===== config.mk =====
export PLATFORM = sky130hd
export DESIGN_NAME = uart_tx_word_feeder
export DESIGN_NICKNAME = d
export VERILOG_FILES = /design/src/rtl/uart_tx_word_feeder.sv
export SDC_FILE = /design/constraint.sdc
export NUM_CORES = 1
export LEC_CHECK = 0
export ABC_AREA = 1
export CORE_AREA = 2 2 206 208
export DETAILED_ROUTE_END_ITERATION = 10
export DIE_AREA = 0 0 208 210
export PLACE_DENSITY = 0.47
export SYNTH_ARGS = -nofsm -noshare
export SYNTH_HDL_FRONTEND = slang
export SYNTH_SLANG_ARGS = --single-unit

===== constraint.sdc =====
create_clock -name CLK -period 6.5 [get_ports CLK]
set_input_delay 1.3 -clock CLK [delete_from_list [all_inputs] [get_ports CLK]]
set_output_delay 1.3 -clock CLK [all_outputs]
set_load 0.01 [all_outputs]

===== src/rtl/uart_tx_word_feeder.sv =====
// uart_tx_word_feeder
//   Buffers multi-byte words in a small circular FIFO and serializes each word
//   into bytes for a UART transmitter. Bytes are released one per out_ready.
//
// Ports
//   CLK        system clock, rising edge
//   reset      synchronous, active-high reset
//   in_data    word to transmit (WORD_BYTES*8 bits)
//   in_valid   in_data is valid
//   in_ready   FIFO can accept a word this cycle
//   out_data   byte presented to the transmitter
//   out_valid  out_data is valid (registered)
//   out_ready  transmitter can accept a byte
//   level      words held in the FIFO, excluding the word in the serializer
module uart_tx_word_feeder #(
   parameter int unsigned WORD_BYTES = 4,
   parameter int unsigned DEPTH      = 8,
   parameter bit          MSB_FIRST  = 1'b0
) (
   input  logic                      CLK,
   input  logic                      reset,
   input  logic [WORD_BYTES*8-1:0]   in_data,
   input  logic                      in_valid,
   output logic                      in_ready,
   output logic [7:0]                out_data,
   output logic                      out_valid,
   input  logic                      out_ready,
   output logic [$clog2(DEPTH):0]    level
);

   localparam int unsigned W  = WORD_BYTES * 8;
   localparam int unsigned AW = $clog2(DEPTH);
   localparam int unsigned IW = (WORD_BYTES > 1) ? $clog2(WORD_BYTES) : 1;

   typedef enum logic {IDLE, SEND} state_t;

   logic [W-1:0]  mem [DEPTH];
   logic [AW-1:0] wptr;
   logic [AW-1:0] rptr;
   state_t        state;
   logic [W-1:0]  shreg;
   logic [IW-1:0] idx;
   logic          push;
   logic          pop;
   logic          last_byte;

   assign in_ready  = (level != (AW+1)'(DEPTH));
   assign push      = in_valid && in_ready;
   assign last_byte = (idx == IW'(WORD_BYTES - 1));

   // The output byte always sits at the end of the shift register that the
   // shift moves toward, so out_data is a fixed slice of a register.
   assign out_data = MSB_FIRST ? shreg[W-1 -: 8] : shreg[7:0];

   // Pop whenever the serializer loads: from IDLE with data waiting, or on the
   // last byte's handshake when another word is already queued (no bubble).
   always_comb begin
      pop = 1'b0;
      if (state == IDLE) begin
         pop = (level != '0);
      end else begin
         pop = out_ready && last_byte && (level != '0);
      end
   end

   always_ff @(posedge CLK) begin
      if (push) begin
         mem[wptr] <= in_data;
      end
   end

   always_ff @(posedge CLK) begin
      if (reset) begin
         wptr      <= '0;
         rptr      <= '0;
         level     <= '0;
         state     <= IDLE;
         shreg     <= '0;
         idx       <= '0;
         out_valid <= 1'b0;
      end else begin
         if (push) begin
            wptr <= wptr + 1'b1;
         end
         if (pop) begin
            rptr <= rptr + 1'b1;
         end
         level <= level + (AW+1)'(push) - (AW+1)'(pop);

         if (state == IDLE) begin
            if (pop) begin
               shreg     <= mem[rptr];
               idx       <= '0;
               state     <= SEND;
               out_valid <= 1'b1;
            end
         end else if (out_ready) begin
            if (!last_byte) begin
               shreg <= MSB_FIRST ? (shreg << 8) : (shreg >> 8);
               idx   <= idx + 1'b1;
            end else if (pop) begin
               shreg <= mem[rptr];
               idx   <= '0;
            end else begin
               idx       <= '0;
               state     <= IDLE;
               out_valid <= 1'b0;
            end
         end
      end
   end

endmodule

Word level (Yosys, flattened, before mapping)
Memories as Yosys holds them, arrays and structs flattened. A register that Yosys moved wholly into a read port is not among the register bits.
Index checks and enable logic that the tools add are counted.
W data, S select, Z words.
{"block": "totals", "ff_bits": 46, "ram_bits": 256, "inputBits": 36, "output_inout_bits": 14, "word_cells": 47, "mem_count": 1}
{"block": "op_classes", "add_sub_neg": 5, "n_eq_ne": 5, "muxes": 22, "reduce_logical": 7}
{"memory": "mem", "words": 8, "width": 32, "rd": 1, "rd_ports_with_merged_regs": 1, "wr": 1, "line_no": "37", "text": "logic [W-1:0] mem [DEPTH];"}
{"cell": "$mux W32", "n": 4}
{"cell": "$mux W1", "n": 12}
{"cell": "$mux W2", "n": 4}
{"cell": "$add A3 B1 Y3 const B", "n": 2}
{"cell": "$mux W3", "n": 2}
{"cell": "$add A4 B1 Y4", "n": 1}
{"cell": "$ne A2 B2 Y1 const B", "n": 2}
{"cell": "$ne A4 B4 Y1 const B", "n": 1}
{"cell": "$reduce_and A4 Y1", "n": 1}
{"cell": "$reduce_bool A4 Y1", "n": 1}
{"cell": "$sub A4 B1 Y4", "n": 1}
{"cell": "$logic_and A1 B1 Y1", "n": 3}
{"cell": "$add A2 B1 Y2 const B", "n": 1}
{"cell": "$eq A2 B2 Y1 const B", "n": 1}
{"cell": "$ne A2 B1 Y1 const B", "n": 1}
{"cell": "$reduce_and A2 Y1", "n": 1}
{"cell": "$reduce_bool A2 Y1", "n": 1}

Logic depth before layout (Yosys ltp)
Gate-level depths: netlist of the first run.
{"block": "depth", "ltp_word": 8, "ltp_mapped": 13, "depth_no_buf": 12}

Least setup slack after synthesis of the first run
OpenSTA, ideal clock, no wires.
{"block": "synth_path", "kind": "in2reg", "from": "in in_valid", "to": "mem mem[0][0] in the netlist's numbering, enable pin", "setup_ns": 0.421, "arrival_time_ns": 2.977, "t_required_ns": 6.079, "setup_slack_ns": 3.102, "cell_stages": 4, "path_buffers": 0, "path_cell_list": "nand2_1 inv_1 nand2_1 nor2_1"}
{"block": "synth_via", "elab_chain_cells": 3}
{"item": "start: declaration", "line_no": "23", "text": "input logic in_valid,"}
{"item": "$logic_and A1 B1 Y1", "line_no": "48", "text": "assign push = in_valid && in_ready;"}
{"item": "$mux W1", "line_no": "67", "text": "if (push) begin"}
{"item": "$mux W1 (implied by the code)", "line_no": "68", "text": "mem[wptr] <= in_data;"}
{"item": "end: declaration", "line_no": "37"}
No other way between the ends.

Worst setup path in the final report of the first run
{"block": "layout_path", "from": "in out_ready", "to": "reg level[2]"}
{"block": "layout_via", "elab_chain_cells": 4}
{"item": "start: declaration", "line_no": "27", "text": "input logic out_ready,"}
{"item": "$logic_and A1 B1 Y1 (2 in a row)", "line_no": "62", "text": "pop = out_ready && last_byte && (level != '0);"}
{"item": "$mux W1", "line_no": "59", "text": "if (state == IDLE) begin"}
{"item": "$sub A4 B1 Y4", "line_no": "88", "text": "level <= level + (AW+1)'(push) - (AW+1)'(pop);"}
{"item": "end signal: assignment", "line_no": "88"}
{"item": "end: declaration", "line_no": "28", "text": "output logic [$clog2(DEPTH):0] level"}
No other way between the ends.
A chain may end at the register's enable or synchronous reset.

==> results of run 1 <==
[cell type report]
cell class	instances	area [µm²]	area share, %
flip-flops and latches	305	8670	60.6
multi-input cells	660	3080	21.5
clock buffers	49	960	6.71
well taps	539	674	4.72
repair buffers	64	603	4.22
inverters	57	215	1.50
clock inverters	13	101	0.709
[cell families (layout without fill, tap and decap cells)]
group	Yosys count	in the layout	synth area share, %
simple gates	534	534	18.4
flops	305	305	70.5
buf+inv	128	183	5.01
compound gates	114	114	4.92
fa+ha+maj	10	10	1.08
xor+xnor	2	2	0.142
[routing by layer]
metal  GRT usage (%)  vias up  wire length [µm]
li1                -     3833                 -
met1            19.4     3757             14200
met2            22.5      153             14000
met3            2.03       40              1400
met4            3.08        2               433
met5               0        -                16
[worst max path at each step]
stage,from,endpoint,slack [ns],cells past startpoint
floorplan,in_valid,mem[0][0]$_DFFE_PP_,3.10,4
global placement,out_ready,level[2]$_SDFF_PP0_,2.66,11
detailed placement,out_ready,level[2]$_SDFF_PP0_,2.67,11
CTS,out_ready,level[2]$_SDFF_PP0_,3.18,11
global route,out_ready,level[2]$_SDFF_PP0_,2.98,11
finish,out_ready,level[2]$_SDFF_PP0_,3.18,11
[state kept, by name, indices dropped and copies added (netlist names), named ones only]
| register | count |
|---|---|
| out_valid | 1 |
| rptr | 3 |
| wptr | 3 |
| idx | 2 |
| shreg | 32 |
| level | 4 |
| mem | 256 |
| state | 1 |
[critical path: stages]
cell and delay, ns:
clkdlybuf4s50_1 0.52, a21oi_2 0.09, nor2_4 0.10, buf_4 0.48, ha_1 0.34, inv_1 0.05, ha_1 0.15, inv_1 0.06
fa_1 0.40, xor2_1 0.13, nor2_1 0.05
[cell usage after synthesis, types with 8 or more instances]
| cell | number | area share, % |
|---|---|---|
| a21oi_1 | 43 | 1.7 |
| buf_2 | 22 | 0.90 |
| buf_4 | 21 | 1.3 |
| clkbuf_1 | 22 | 0.67 |
| dfxtp_1 | 49 | 8.0 |
| edfxtp_1 | 256 | 62 |
| ha_1 | 9 | 0.92 |
| inv_1 | 52 | 1.6 |
| nand2_1 | 269 | 8.2 |
| nand3_1 | 187 | 7.6 |
| nor2_1 | 75 | 2.3 |
| o211ai_1 | 8 | 0.49 |
| o21ai_0 | 45 | 1.8 |
| o21ai_1 | 16 | 0.65 |
[per-stage QoR]
stage	util, %	hold slack (ns)
2_1_floorplan	-	0.436
3_3_place_gp	31.9	0.451
3_5_place_dp	31.9	0.456
4_1_cts	34.5	0.465
5_1_grt	34.5	0.492
6_report	34.5	0.461
[where the power goes]
group          internal (W)  switching [W]  total (W)  leakage [nW]
Sequential          0.00234       0.000143    0.00249          2.73
Clock               0.00107       0.000747    0.00182         0.523
Combinational      0.000553        0.00122    0.00178          1.82
==> summary.md, run 1 <==
| Metric | Value |
|---|---|
| R2r setup slk | 3.59 ns |
| Nets | 1,169 |
| Site Rows | 75 |
| Largest net degree at the start of global routing | 78 |
| Hold Fails Final Rpt | 0 |
| HP Class | reg -> reg |
| I/O Pins | 50 |
| Final Setup Violations | 0 |
| Worst Hold Depth | 2 |
| Worst Tran Pin Value | 0.987 ns |
| CTS Hold Bufs | 0 |
| Post-route design area | 0.0143 mm² |
| Clk buf depth | 3 |
| CP Capture Type | register |
| Minimum clock period | 3.32 ns |
| RePlAce Congestion | 0.700 |
| Synth unique cells | 23 |
| Final period util | 51.0% |
| DP Area | 0.0132 mm² |
| PortBufs | 49 |
| Cell count of the worst reg-to-reg path | 10 |
| Layout filler cell count | 4,161 |
| Clk slew on worst S/H paths | 0.06 ns |
| Crit path DAT | 3.68 ns |
| Post-CTS sizing | 0 |
| Residual DRC | 0 |
| DRT antenna net count | 0 |
| Wire per inst | 17.8 µm |
| Post-synth EDFFs | 256 |
| ANT cells | 0 |
| Post-synthesis register bit count | 305 |
| Layout area overhead | 16.3% |
| Vias in the first global route | 7,663 |
| Clock skew | 0.0135 ns |
| Floorplan core area | 0.0415 mm² |
| Critical Path RT | 6.86 ns |
| Post-synthesis cell area | 0.0123 mm² |
| Fmax | 0.301 GHz |
| Main synth FF type | edfxtp_1 |
| Status | finished clean |
| Peak fanout along the critical path | 35 |
| DRT iter0 DRCs | 578 |
| 1st-pass router iterations | 5 |
| Slew Limit Headroom | 34.2% |
| Root buf cell | clkbuf_16 |
| Min-delay src | out_valid$_SDFFE_PP0P_ |
| Seq/Total Area, Yosys | 70.5% |
| WS Path Type | in -> reg |
| Routed WL | 30,100 µm |
| Reg2reg end | shreg[14]$_SDFFE_PP0P_ |
| Crit path launch type | input port |
| Number of synthesis warnings | 0 |
| Post-CTS Setup Inserts | 0 |
| Die area | 0.0437 mm² |
| Total grt overflow | 0 |
| Most common cell after layout, fill and taps aside | nand2_1 |
| DR vias | 7,785 |
| Hold Crit Endpoint | out_valid$_SDFFE_PP0P_ |
| Cells after synthesis | 1,093 |
| Worst skew pair latency | 0.51 ns |
| Via-to-Cell Ratio | 4.61 |
| Ys async rst share | 0% |
| Final Non-Filler Cells | 1,687 |
| Power Total | 0.00608 W |
| Layout cells sized above 1 | 7.23% |
| Max_cap viols | 0 |
| Pwr Density | 425 mW/mm² |
| Syn Nets | 1,139 |
| Initial antenna violation count | 1 |
| Initial core utilization | 29.7% |
| Maximum VDD drop | 0.165 mV |
| GRT Total Usage | 13.7% |
| First-pass GRT wire length | 46,500 µm |
| Most frequent cells in the layout | nand2_1, edfxtp_1, nand3_1 |
| CTS tree | built |
| H-tree level count | 2 |
| Post-place setup slack | 2.67 ns |
| CTS buffer count | 35 |
| Leak pwr | 5.07 nW |
| Mapped Avg Cell Area | 11.3 µm² |
| Die Wd | 208 µm |
| Worst setup margin | 3.18 ns |
| Max-slew violations | 0 |
| Setup TNS Final | 0 ns |
| DPL Wire Length | 15,300 µm |
| Placed insts | 1,625 |
| Die height | 210 µm |
| CTS sink cnt | 305 |
| RSZ-0062 raised after global routing | false |
Power figures use the tool's default switching activity.
==> run 2, diff against run 1 <==
clock period = 3.1 ns   (was 6.5 ns; I/O delays follow)
==> run 2 against run 1 <==
  * Sequential cell count did not move
  * Combinational power is 120% higher
  * First-iteration DRC count is 25% higher
  * Clock skew decreased by 0.0015 ns
  * Final area rose by 1.2%
  * Via count grew 1.0%
  * Clock-buffer cell count fell by 8
  * Worst hold slack gained 0.0037 ns
  * Clock power is 110% higher
  * Total power grew 110%
  * Die area did not move
  * Utilization up 0.40 points
  * Critical endpoint is now in_ready
  * Largest cell class unchanged
  * Largest power group unchanged
==> summary.md, run 2 (same netlist as run 1, synthesis figures left out) <==
| Metric | Value |
|---|---|
| Status | finished clean |
| Gate power share | 30.5% (+1.3 points) |
| Clk slew on worst S/H paths | 0.06 ns (about the same) |
| Clock Power Share | 29.7% (-0.2 points) |
| Crit path launch type | register |
| Leak pwr | 5.16 nW (+1.9%) |
| Slew Limit Headroom | 56.1% (+22 points) |
| Multi-input combinational cell area | 0.00308 mm² (unchanged) |
| Die height | 210 µm (unchanged) |
| Initial antenna violation count | 1 (unchanged) |
| Final period util | 76.2% |
| Layout filler cell count | 4,111 (-1.2%) |
| Wire per inst | 17.8 µm (-0.15%) |
| Switching Fraction | 34.8% (+0.072 points) |
| GRT Total Usage | 14.0% (+0.23 points) |
| Hold Fails Final Rpt | 0 (unchanged) |
| Total grt overflow | 0 (unchanged) |
| Crit path DAT | 1.74 ns (-1.94 ns) |
| Root buf cell | clkbuf_16 |
| Setup TNS Final | 0 ns (unchanged) |
| DR vias | 7,866 (+1.0%) |
| Nets | 1,186 (+1.5%) |
| Finished Core Util | 34.9% (+0.40 points) |
| Pwr Density | 892 mW/mm² (+110%) |
| Most common cell after layout, fill and taps aside | nand2_1 |
| WS Path Type | reg -> out |
| Final Setup Violations | 0 (unchanged) |
| Crit-path leading delay family | buffers and inverters |
| Peak fanout along the critical path | 3 (-91%) |
| Largest net degree at the start of global routing | 129 (+65%) |
| PortBufs | 49 (unchanged) |
| Die Wd | 208 µm (unchanged) |
| Routed WL | 30,300 µm (+0.86%) |
| Die area | 0.0437 mm² (unchanged) |
| Layout cells sized above 1 | 8.24% (+1.0 points) |
| HP Class | reg -> reg |
| CTS sink cnt | 305 (unchanged) |
| DRT antenna net count | 0 (unchanged) |
| CTS tree | built |
| Site Rows | 75 (unchanged) |
| DRT iter0 DRCs | 725 (+25%) |
| Maximum VDD drop | 0.537 mV (+220%) |
| Post-CTS Setup Inserts | 0 (unchanged) |
| Minimum clock period | 2.36 ns |
| Internal power | 0.00841 W (+110%) |
| CTS buffer count | 35 (unchanged) |
| Via-to-Cell Ratio | 4.62 (about the same) |
| Most frequent cells in the layout | nand2_1, edfxtp_1, nand3_1 |
| H-tree level count | 2 (unchanged) |
| CTS Hold Bufs | 0 (unchanged) |
| Max-slew violations | 0 (unchanged) |
| ANT cells | 0 (unchanged) |
| Sw Pwr | 0.00449 W (+110%) |
| RePlAce Congestion | 0.726 (+3.8%) |
| Floorplan core area | 0.0415 mm² (unchanged) |
| Crit-path max cell delay | 0.54 ns (+0.02 ns) |
| Largest register FFs | 256 (unchanged) |
| CP Capture Type | output pin |
| CP max-delay cell | clkdlybuf4s50_1 |
| Top reg by flops | mem |
| I/O Pins | 50 (unchanged) |
| Post-CTS sizing | 0 (unchanged) |
| Clock skew | 0.0121 ns (-0.00145 ns) |
| First-pass GRT wire length | 47,100 µm (+1.4%) |
| Register area | 0.00867 mm² (unchanged) |
| RSZ-0062 raised after global routing | false |
| Largest registers | mem x256, shreg x32, level x4 |
| CP Buf/Inv Count | 2 (-2) |
| Seq pwr share | 39.7% (-1.2 points) |
| Clk buf depth | 3 (unchanged) |
| Vias in the first global route | 7,700 (+0.48%) |
| 1st-pass router iterations | 5 (unchanged) |
| Worst Tran Pin Value | 0.658 ns (-0.329 ns) |
| Layout area overhead | 17.6% |
| Worst skew pair latency | 0.52 ns (about the same) |
| Residual DRC | 0 (unchanged) |
| DPL Wire Length | 17,200 µm (+12%) |
| Critical path cell sequence | inv_1 > ha_1 > nand3_1 > clkdlybuf4s50_1 |
| Fmax | 0.424 GHz |
| Critical Path RT | 2.48 ns (-4.38 ns) |
| Max_cap viols | 0 (unchanged) |
| Initial core utilization | 29.7% (unchanged) |
run 2: layer usage:
metal  part of all wire, %  vias up  track usage (%)
met5                 0.036        -                0
li1                      -     3863                -
met1                    49     3804             20.1
met4                   1.7        2             3.69
met3                   4.4       40             2.26
met2                    45      157             22.0
run 2: area by class of cell:
class / instances / area share [%]
Inverter: 57 / 1.49
Tap cell: 539 / 4.66
Sequential cell: 305 / 59.9
Multi-Input combinational cell: 660 / 21.3
Clock buffer: 41 / 6.21
Clock inverter: 21 / 1.05
Timing Repair Buffer: 81 / 5.40
run 2: worst paths after layout:
kind | start | endpoint | slack, ns | depth (start not counted)
hold reg to reg | shreg[27]$_SDFFE_PP0P_ | shreg[27]$_SDFFE_PP0P_ | 0.46 | 2
setup reg to reg | level[2]$_SDFF_PP0_ | level[2]$_SDFF_PP0_ | 0.93 | 12
hold / removal | shreg[27]$_SDFFE_PP0P_ | shreg[27]$_SDFFE_PP0P_ | 0.46 | 2
setup / recovery | level[2]$_SDFF_PP0_ | in_ready | 0.74 | 4
run 2: power groups by stage:
| stage | sequential (W) | clock [W] | combinational [W] |
|---|---|---|---|
| 6_report | 0.00513 | 0.00384 | 0.00394 |
| 5_1_grt | 0.00518 | 0.00409 | 0.00446 |
| 4_1_cts | 0.00514 | 0.00393 | 0.00404 |
| 3_5_place_dp | 0.00522 | 0 | 0.00402 |
| 3_3_place_gp | 0.00522 | 0 | 0.00399 |
| 2_1_floorplan | 0.00514 | 0 | 0.00277 |
run 2: worst min-delay path, stage by stage, from the launching register on:
cell and delay (ns):
dfxtp_1 0.31, nand2_1 0.06, a21oi_1 0.05
run 2: per-stage QoR:
step | std cells | power, W | worst slack [ns] | cell area [µm²] | hold slack (ns)
global route | 1704 | 0.0137 | 0.627 | 14500 | 0.477
detailed placement | 1642 | 0.00923 | 0.502 | 13400 | 0.455
finish | 1704 | 0.0129 | 0.739 | 14500 | 0.464
CTS | 1704 | 0.0131 | 0.701 | 14500 | 0.464
floorplan | 1093 | 0.00791 | 0.201 | 12300 | 0.436
global placement | 1642 | 0.00921 | 0.464 | 13400 | 0.449
